$ cat src/rtl/arch_mem_pkg.sv
// Shared memory-architecture definitions: arbiter state encoding,
// wishbone cycle-type identifiers and the default DMA burst length.
package arch_mem_pkg;

    typedef enum logic [1:0] {
        ST_IDLE = 2'd0,
        ST_CPU  = 2'd1,
        ST_VID  = 2'd2,
        ST_SND  = 2'd3
    } arb_state_t;

    localparam logic [2:0] CTI_CLASSIC = 3'b000;
    localparam logic [2:0] CTI_INCR    = 3'b010;
    localparam logic [2:0] CTI_EOB     = 3'b111;

    localparam int DEFAULT_BURST_LEN = 4;

endpackage

$ cat src/rtl/dma_beat_ctr.sv
// Beat index within a DMA burst; wraps to zero on the acknowledged last beat.
module dma_beat_ctr
    import arch_mem_pkg::*;
#(
    parameter int BURST_LEN = DEFAULT_BURST_LEN,
    parameter int BEAT_W    = $clog2(BURST_LEN)
) (
    input  logic              clkcpu,
    input  logic              rst_n,
    input  logic              advance,
    output logic [BEAT_W-1:0] beat,
    output logic              last
);

    assign last = (beat == BEAT_W'(BURST_LEN - 1));

    always_ff @(posedge clkcpu or negedge rst_n) begin
        if (!rst_n) begin
            beat <= '0;
        end else if (advance) begin
            beat <= last ? '0 : beat + 1'b1;
        end
    end

endmodule

$ cat src/rtl/dma_arbiter.sv
// Shared-memory arbiter for CPU, video DMA and sound DMA wishbone masters.
// Optional macro CPU_STARVE_GUARD_EN lets a waiting CPU win after two DMA bursts.
module dma_arbiter
    import arch_mem_pkg::*;
#(
    parameter int BURST_LEN = DEFAULT_BURST_LEN
) (
    input  logic        clkcpu,
    input  logic        rst_n,
    input  logic        cpu_cyc,
    input  logic        cpu_stb,
    input  logic        cpu_we,
    input  logic [3:0]  cpu_sel,
    input  logic [21:0] cpu_adr,
    output logic        cpu_ack,
    input  logic        vid_req,
    input  logic [21:0] vid_adr,
    output logic        vid_ack,
    input  logic        snd_req,
    input  logic [21:0] snd_adr,
    output logic        snd_ack,
    output logic        mem_cyc_o,
    output logic        mem_stb_o,
    output logic        mem_we_o,
    output logic [3:0]  mem_sel_o,
    output logic [2:0]  mem_cti_o,
    output logic [21:0] mem_adr_o,
    input  logic        mem_ack_i
);

    localparam int BEAT_W = $clog2(BURST_LEN);

    arb_state_t        state;
    arb_state_t        state_nxt;
    logic [21:0]       lat_adr;
    logic [3:0]        lat_sel;
    logic              lat_we;
    logic              armed;
    logic [BEAT_W-1:0] beat;
    logic              last_beat;
    logic              beat_adv;
    logic              cpu_pend;
    logic              cpu_first;

    assign cpu_pend = cpu_cyc & cpu_stb;
    assign beat_adv = ((state == ST_VID) || (state == ST_SND)) && mem_ack_i;

    dma_beat_ctr #(
        .BURST_LEN (BURST_LEN),
        .BEAT_W    (BEAT_W)
    ) u_beat_ctr (
        .clkcpu  (clkcpu),
        .rst_n   (rst_n),
        .advance (beat_adv),
        .beat    (beat),
        .last    (last_beat)
    );

`ifdef CPU_STARVE_GUARD_EN
    logic [1:0] starve_cnt;

    // Counts DMA bursts that finished while the CPU was kept waiting.
    always_ff @(posedge clkcpu or negedge rst_n) begin
        if (!rst_n) begin
            starve_cnt <= '0;
        end else if ((state == ST_IDLE) && (state_nxt == ST_CPU)) begin
            starve_cnt <= '0;
        end else if (beat_adv && last_beat && cpu_pend && (starve_cnt != 2'd3)) begin
            starve_cnt <= starve_cnt + 1'b1;
        end
    end

    assign cpu_first = cpu_pend && (starve_cnt >= 2'd2);
`else
    assign cpu_first = 1'b0;
`endif

    // armed holds off arbitration for the first edge after reset release.
    always_ff @(posedge clkcpu or negedge rst_n) begin
        if (!rst_n) begin
            state   <= ST_IDLE;
            armed   <= 1'b0;
            lat_adr <= '0;
            lat_sel <= '0;
            lat_we  <= 1'b0;
        end else begin
            state <= state_nxt;
            armed <= 1'b1;
            if (state == ST_IDLE) begin
                case (state_nxt)
                    ST_CPU: begin
                        lat_adr <= cpu_adr;
                        lat_sel <= cpu_sel;
                        lat_we  <= cpu_we;
                    end
                    ST_VID:  lat_adr <= vid_adr;
                    ST_SND:  lat_adr <= snd_adr;
                    default: ;
                endcase
            end
        end
    end

    always_comb begin
        state_nxt = state;
        mem_cyc_o = 1'b0;
        mem_stb_o = 1'b0;
        mem_we_o  = 1'b0;
        mem_sel_o = 4'h0;
        mem_cti_o = CTI_CLASSIC;
        mem_adr_o = '0;
        cpu_ack   = 1'b0;
        vid_ack   = 1'b0;
        snd_ack   = 1'b0;
        case (state)
            ST_IDLE: begin
                if (armed) begin
                    if (cpu_first)     state_nxt = ST_CPU;
                    else if (vid_req)  state_nxt = ST_VID;
                    else if (snd_req)  state_nxt = ST_SND;
                    else if (cpu_pend) state_nxt = ST_CPU;
                end
            end
            ST_CPU: begin
                mem_cyc_o = 1'b1;
                mem_stb_o = 1'b1;
                mem_we_o  = lat_we;
                mem_sel_o = lat_sel;
                mem_adr_o = lat_adr;
                cpu_ack   = mem_ack_i & cpu_stb;
                if (mem_ack_i) state_nxt = ST_IDLE;
            end
            ST_VID, ST_SND: begin
                mem_cyc_o = 1'b1;
                mem_stb_o = 1'b1;
                mem_sel_o = 4'hF;
                mem_cti_o = last_beat ? CTI_EOB : CTI_INCR;
                mem_adr_o = lat_adr + 22'(beat);
                vid_ack   = mem_ack_i & (state == ST_VID);
                snd_ack   = mem_ack_i & (state == ST_SND);
                if (mem_ack_i && last_beat) state_nxt = ST_IDLE;
            end
            default: state_nxt = ST_IDLE;
        endcase
    end

endmodule

$ cat config.mk
export PLATFORM = sky130hd
export DESIGN_NAME = dma_arbiter
export DESIGN_NICKNAME = d
export VERILOG_FILES = /design/src/rtl/arch_mem_pkg.sv /design/src/rtl/dma_beat_ctr.sv /design/src/rtl/dma_arbiter.sv
export SDC_FILE = /design/constraint.sdc
export NUM_CORES = 1
export LEC_CHECK = 0
export CORE_MARGIN = 3
export CORE_UTILIZATION = 30
export DETAILED_ROUTE_END_ITERATION = 8
export DONT_BUFFER_PORTS = 1
export HOLD_SLACK_MARGIN = 0.1
export PLACE_DENSITY = 0.42
export SETUP_SLACK_MARGIN = 0.2
export SYNTH_ARGS = -nofsm -noshare
export SYNTH_HDL_FRONTEND = slang
export SYNTH_SLANG_ARGS = --single-unit
$ cat constraint.sdc
create_clock -name clkcpu -period 4.45 [get_ports clkcpu]
set_input_delay 0.89 -clock clkcpu [delete_from_list [all_inputs] [get_ports clkcpu]]
set_output_delay 0.89 -clock clkcpu [all_outputs]
set_load 0.01 [all_outputs]
==> results of run 1 <==
==> cells by family after synthesis <==
group / after synthesis
other: 1
XOR/XNOR: 3
AND/OR/NAND/NOR: 101
adder cells (fa/ha/maj): 4
multiplexers: 17
flip-flops: 32
buffers and inverters: 24
AO/OA/AOI/OAI: 68
==> worst max path at each step <==
| stage | from | end | cells after the start |
|---|---|---|---|
| 4_1_cts | lat_adr[1] | mem_adr_o[13] | 6 |
| 6_report | lat_adr[1] | mem_adr_o[13] | 6 |
| 3_5_place_dp | lat_adr[1] | mem_adr_o[13] | 6 |
| 5_1_grt | lat_adr[1] | mem_adr_o[13] | 6 |
| 2_1_floorplan | u_beat_ctr.beat[0] | mem_adr_o[10] | 7 |
| 3_3_place_gp | lat_adr[1] | mem_adr_o[13] | 6 |
==> flip-flops by register name (all words and copies together), names as in the netlist <==
name / count
lat_adr: 22
lat_sel: 4
lat_we: 1
armed: 1
u_beat_ctr.beat: 2
state: 2
==> power by group through the flow <==
| stage | sequential [W] | clock (W) | combinational (W) |
|---|---|---|---|
| CTS | 0.000617 | 0.000220 | 0.000937 |
| finish | 0.000616 | 0.000207 | 0.000913 |
| global route | 0.000654 | 0.000235 | 0.00105 |
| floorplan | 0.000534 | 0 | 0.000858 |
| global placement | 0.000620 | 0 | 0.000930 |
| detailed placement | 0.000621 | 0 | 0.000933 |
==> per-stage QoR <==
stage	power, W	util, %	hold WS [ps]	setup slack (ps)
after global placement	0.00155	31.8	482	1420
after CTS	0.00177	33.0	293	1110
after detailed placement	0.00155	31.8	485	1410
after global routing	0.00194	33.0	282	897
after floorplan	0.00139	-	472	1700
final	0.00174	33.0	307	1160
==> layout by cell type, fill, tap and decap left out, types with 3 or more instances in the layout <==
cell,count
a21o_1,3
a21oi_1,23
a222oi_1,21
and3_1,4
and4_1,3
clkbuf_8,5
dfrtp_1,32
ha_1,3
inv_1,3
mux2_2,6
mux2i_1,11
nand2_1,34
nand2b_1,3
nand3_1,15
nand4_1,6
nor2_1,26
nor4_1,3
o21ai_0,9
==> routing by layer <==
| layer | GRT usage (%) | up-vias | wire length [um] |
|---|---|---|---|
| met5 | 0 | - | 0 |
| met4 | 3.22 | 0 | 38 |
| met3 | 4.92 | 2 | 526 |
| met2 | 23.3 | 77 | 2720 |
| met1 | 19.7 | 856 | 2910 |
| li1 | - | 923 | - |
==> cell type report <==
| cell class | count | area share, % |
|---|---|---|
| multi-input combinational | 194 | 55.2 |
| sequential | 32 | 35.0 |
| tap | 96 | 5.25 |
| clock buffer | 6 | 3.17 |
| timing repair buffer | 2 | 0.656 |
| inverter | 3 | 0.492 |
| clock inverter | 1 | 0.219 |
==> results.sh, run 1 <==
export IMPL_rsz0062_at_grt="no"
export IMPL_area_delta_synth_final_pct=3.74
export IMPL_clock_sinks=32
export IMPL_syn_area_sq_um=2210
export IMPL_cts_clk_slew_worst_paths_ps=70
export IMPL_power_frac_comb_pct=52.6
export IMPL_ant_nets=0
export IMPL_ioPinCount=113
export IMPL_min_path_type="input port to async pin"
export IMPL_yosysWarnings=0
export IMPL_port_buffers=0
export IMPL_layout_drive_gt1_share_pct=8.82
export IMPL_drv_slew=0
export IMPL_synth_area_leaders="dfrtp_1, a222oi_1, nand2_1, a21oi_1, mux2i_1"
export IMPL_r2r_end="lat_adr[5]"
export IMPL_synthArstFlopShare_pct=100
export IMPL_post_cts_resized=0
export IMPL_place_congestion=0.822
export IMPL_synth_area_mux_share_pct=8.05
export IMPL_finalSetupViolCount=0
export IMPL_cp_required_ps=3560
export IMPL_r2r_start="state[1]"
export IMPL_critPathMaxStageDelay_ps=650
export IMPL_startpoint_type="register"
export IMPL_critPathTopFamily="simple AND/OR/NAND/NOR gates"
export IMPL_synth_compound_area_share_pct=22.9
export IMPL_peakVddDrop_mv=0.225
export IMPL_maxCapViolCount=0
export IMPL_synth_edf_count=0
export IMPL_start_util_pct=31.8
export IMPL_worst_pin_slew_ps=995
export IMPL_synth_adder_area_share_pct=2.61
export IMPL_r2r_cells=5
export IMPL_clock_skew_ps=4.18
export IMPL_grt_pass1_wl_um=9900
export IMPL_synth_top_family_by_area="compound AO/OA/AOI/OAI gates"
export IMPL_synth_seq_cells=32
export IMPL_clockRootBuffer="clkbuf_8"
export IMPL_fillers=752
export IMPL_relSlewSlack_pct=33.6
export IMPL_yosys_area_share_simple_pct=21.8
export IMPL_cellPowerDensity_nw_per_um2=759
export IMPL_yosysTopAreaCell="dfrtp_1"
export IMPL_dpl_hpwl_um=4570
export IMPL_reg2reg_slack_ps=1870
export IMPL_dr_first_iter_drc_count=137
export IMPL_grt_pass1_vias=1833
export IMPL_cell_internal_pwr_w=0.000878
export IMPL_layout_cells_non_filler=334
export IMPL_ctsLongestPathBuffers=2
export IMPL_ctsHtreeMaxLevel=2
export IMPL_wirelength_um=6190
export IMPL_grt_use_total_pct=14.8
export IMPL_multiInputGateArea_sq_um=1260
export IMPL_drtPass1Iterations=5
export IMPL_cts_buffers_inserted=5
export IMPL_register_area_sq_um=801
export IMPL_wl_per_cell_um=18.5
export IMPL_synth_fp_nets=332
export IMPL_netSwitchingFraction_pct=49.5
export IMPL_path_buf_inv=0
export IMPL_p_leak_nw=0.937
export IMPL_placed_cells=327
export IMPL_ys_seq_area_share_pct=36.3
export IMPL_core_area_sq_um=6940
export IMPL_nets=320
export IMPL_antenna_found_initial=0
export IMPL_synth_top_cell_area_share_pct=36.3
export IMPL_diodes=0
export IMPL_worstSetupPathType="register to primary output"
export IMPL_rows=30
export IMPL_cp_end_kind="primary output"
export IMPL_synth_common_cells="nand2_1, dfrtp_1, nor2_1, a21oi_1, a222oi_1"
export IMPL_p_clk_share_pct=11.9
export IMPL_cp_data_arrival_time_ps=2400
export IMPL_gr_total_overflow=0
export IMPL_post_cts_buffers=0
export IMPL_p_switching_w=0.000860
export IMPL_dieWidth_um=91.8
export IMPL_grt_start_max_net_pins=43
export IMPL_yosysMostFrequentCell="nand2_1"
export IMPL_clk_latency_ps=270
export IMPL_design_die_area_sq_um=8420
export IMPL_avgSynthCellArea_sq_um=8.82
export IMPL_seqPwrFrac_pct=35.5
export IMPL_synthFlopType="dfrtp_1"
export IMPL_synth_cell_type_count=41
export IMPL_finalCritPeriodShare_pct=73.9
export IMPL_hold_viol_final=0
export IMPL_num_vias=1858
export IMPL_hold_buffers=0
export IMPL_cp_cell_sequence="ha_1 > a21o_1 > nand4_1 > nor4_1 > nand3_1 > mux2i_1"
export IMPL_fin_setup_tns_ps=0
export IMPL_synth_xor_area_share_pct=1.19
export IMPL_vias_per_cell=5.56
export IMPL_outcome="finished clean"
export IMPL_cts_tree="yes"
export IMPL_die_h_um=91.8
export IMPL_crit_path_max_fanout=4
export IMPL_cp_slowest_cell="nor4_1"
export IMPL_postPlaceCellArea_sq_um=2210
export IMPL_fmax_mhz=304
export IMPL_syn_inst=250
export IMPL_period_needed_ps=3290
export IMPL_drc=0
export IMPL_final_cell_area_sq_um=2290
Power figures use the tool's default switching activity.
==> run 2: changes to the inputs <==
- clock period: 4.45 -> 3.15 ns (I/O delays scaled with it)
==> results.sh, run 2 (synthesis results as in run 1) <==
export IMPL_final_util_pct=34.6
export IMPL_ant_nets=0
export IMPL_grt_pass1_wl_um=10200
export IMPL_crit_path_max_fanout=4
export IMPL_drc=0
export IMPL_pre_cts_ws_ps=399
export IMPL_cp_cell_sequence="ha_1 > a21o_1 > nand4_1 > nor4_4 > nand3_1 > mux2i_1"
export IMPL_drv_slew=0
export IMPL_fin_setup_tns_ps=0
export IMPL_clk_latency_ps=280
export IMPL_layout_cells_non_filler=339
export IMPL_grt_start_max_net_pins=44
export IMPL_die_h_um=91.8
export IMPL_ctsHtreeMaxLevel=2
export IMPL_top_register="lat_adr"
export IMPL_relSlewSlack_pct=56.3
export IMPL_hold_slack_ps=175
export IMPL_nets=324
export IMPL_final_common_cell="nand2_1"
export IMPL_gr_total_overflow=0
export IMPL_maxCapViolCount=0
export IMPL_hold_viol_final=0
export IMPL_num_vias=1945
export IMPL_grt_use_total_pct=15.4
export IMPL_worst_pin_slew_ps=647
export IMPL_clockRootBuffer="clkbuf_8"
export IMPL_post_cts_buffers=0
export IMPL_peakVddDrop_mv=0.221
export IMPL_rows=30
export IMPL_wirelength_um=6640
export IMPL_startpoint_type="register"
export IMPL_register_area_sq_um=801
export IMPL_place_congestion=0.823
export IMPL_min_path_type="input port to async pin"
export IMPL_diodes=0
export IMPL_cp_slowest_cell="dfrtp_1"
export IMPL_reg_largest_list="lat_adr (22), lat_sel (4)"
export IMPL_rsz0062_at_grt="yes"
export IMPL_ctsLongestPathBuffers=2
export IMPL_fillers=749
export IMPL_fmax_mhz=349
export IMPL_finalSetupViolCount=0
export IMPL_worstSetupPathType="register to primary output"
export IMPL_dieWidth_um=91.8
export IMPL_vias_per_cell=5.74
export IMPL_largest_register_ffs=22
export IMPL_finalCritPeriodShare_pct=91.0
export IMPL_placed_cells=330
export IMPL_cp_data_arrival_time_ps=2240
export IMPL_area_delta_synth_final_pct=8.85
export IMPL_cellPowerDensity_nw_per_um2=1110
export IMPL_design_die_area_sq_um=8420
export IMPL_cts_buffers_inserted=5
export IMPL_dpl_hpwl_um=4760
export IMPL_p_leak_nw=0.978
export IMPL_antenna_found_initial=0
export IMPL_cp_required_ps=2520
export IMPL_period_needed_ps=2870
export IMPL_grt_pass1_vias=1845
export IMPL_layout_drive_gt1_share_pct=14.0
export IMPL_core_area_sq_um=6940
export IMPL_dr_first_iter_drc_count=113
export IMPL_final_cell_mix="nand2_1, dfrtp_1, nor2_1"
export IMPL_clock_skew_ps=6.93
export IMPL_port_buffers=0
export IMPL_outcome="finished clean"
export IMPL_cts_clk_slew_worst_paths_ps=60
export IMPL_clock_sinks=32
export IMPL_ioPinCount=113
export IMPL_drtPass1Iterations=5
export IMPL_multiInputGateArea_sq_um=1300
export IMPL_setup_ws_ps=283
export IMPL_wl_per_cell_um=19.6
export IMPL_start_util_pct=31.8
export IMPL_cp_end_kind="primary output"
export IMPL_critPathMaxStageDelay_ps=430
export IMPL_cts_tree="yes"
==> run 2: cell types whose count changed in the layout (fill, tap and decap cells not counted), sizes merged <==
cell    change
buf         +4
bufinv      +1
==> run 2: path summary, 6_finish.rpt <==
check | start | endpoint | slack (ps) | cells past startpoint
hold / removal | rst_n | u_beat_ctr.beat[1] | 180 | 1
min in group clkcpu | cpu_sel[2] | lat_sel[2] | 490 | 1
setup / recovery | u_beat_ctr.beat[1] | mem_adr_o[13] | 280 | 6
max in group asynchronous | rst_n | lat_adr[4] | 2780 | 1
setup reg to reg | state[0] | lat_adr[0] | 650 | 6
hold reg to reg | lat_we | lat_we | 500 | 1
==> run 2: metal layers <==
layer | GRT usage (%) | vias up | part of all wire (%)
li1 | - | 931 | -
met1 | 20.4 | 924 | 47
met2 | 23.9 | 81 | 44
met3 | 4.84 | 9 | 7.4
met4 | 4.95 | 0 | 1.7
met5 | 0 | - | 0
==> run 2: power by group <==
part	switching (W)	internal, W	total, W	leakage (nW)
combinational	0.000891	0.000521	0.00141	0.558
clock	0.000151	0.000235	0.000385	0.0552
sequential	0.000261	0.000603	0.000865	0.366
==> run 2: area by class of cell <==
class / instances / area share [%]
inverter: 3 / 0.469
tap: 96 / 5.00
multi-input combinational: 194 / 54.3
clock buffer: 6 / 3.02
clock inverter: 2 / 1.46
sequential: 32 / 33.4
timing repair buffer: 6 / 2.40
==> run 2: worst max-delay path, delay by kind of cell, from the launching register on <==
family                   cells  cell delay, ps
AO/OA/AOI/OAI                1             140
AND/OR/NAND/NOR              3             790
adder cells (fa/ha/maj)      1             290
flip-flops                   1             430
multiplexers                 1             310
==> run 2: metrics by stage <==
stage                     power [W]  cell area [sq um]
after CTS                   0.00267               2380
after detailed placement    0.00223               2230
after global routing        0.00292               2400
after floorplan             0.00197               2210
after global placement      0.00222               2230
final                       0.00266               2400
==> run 2: what timing repair did <==
| item | in CTS | in global routing |
|---|---|---|
| resized for setup | 5 | 5 |
| endpoints found under the hold margin | 32 | 0 |
| hold buffers | 1 | 0 |
| endpoints found under the setup margin | 6 | 4 |
| pin swaps | 0 | 0 |
==> run 3: changes to the inputs <==
- CTS_CLUSTER_SIZE: unset -> 24
==> results of run 3 <==
Same layout as run 2: the final DEF is identical, and so are final timing and power.
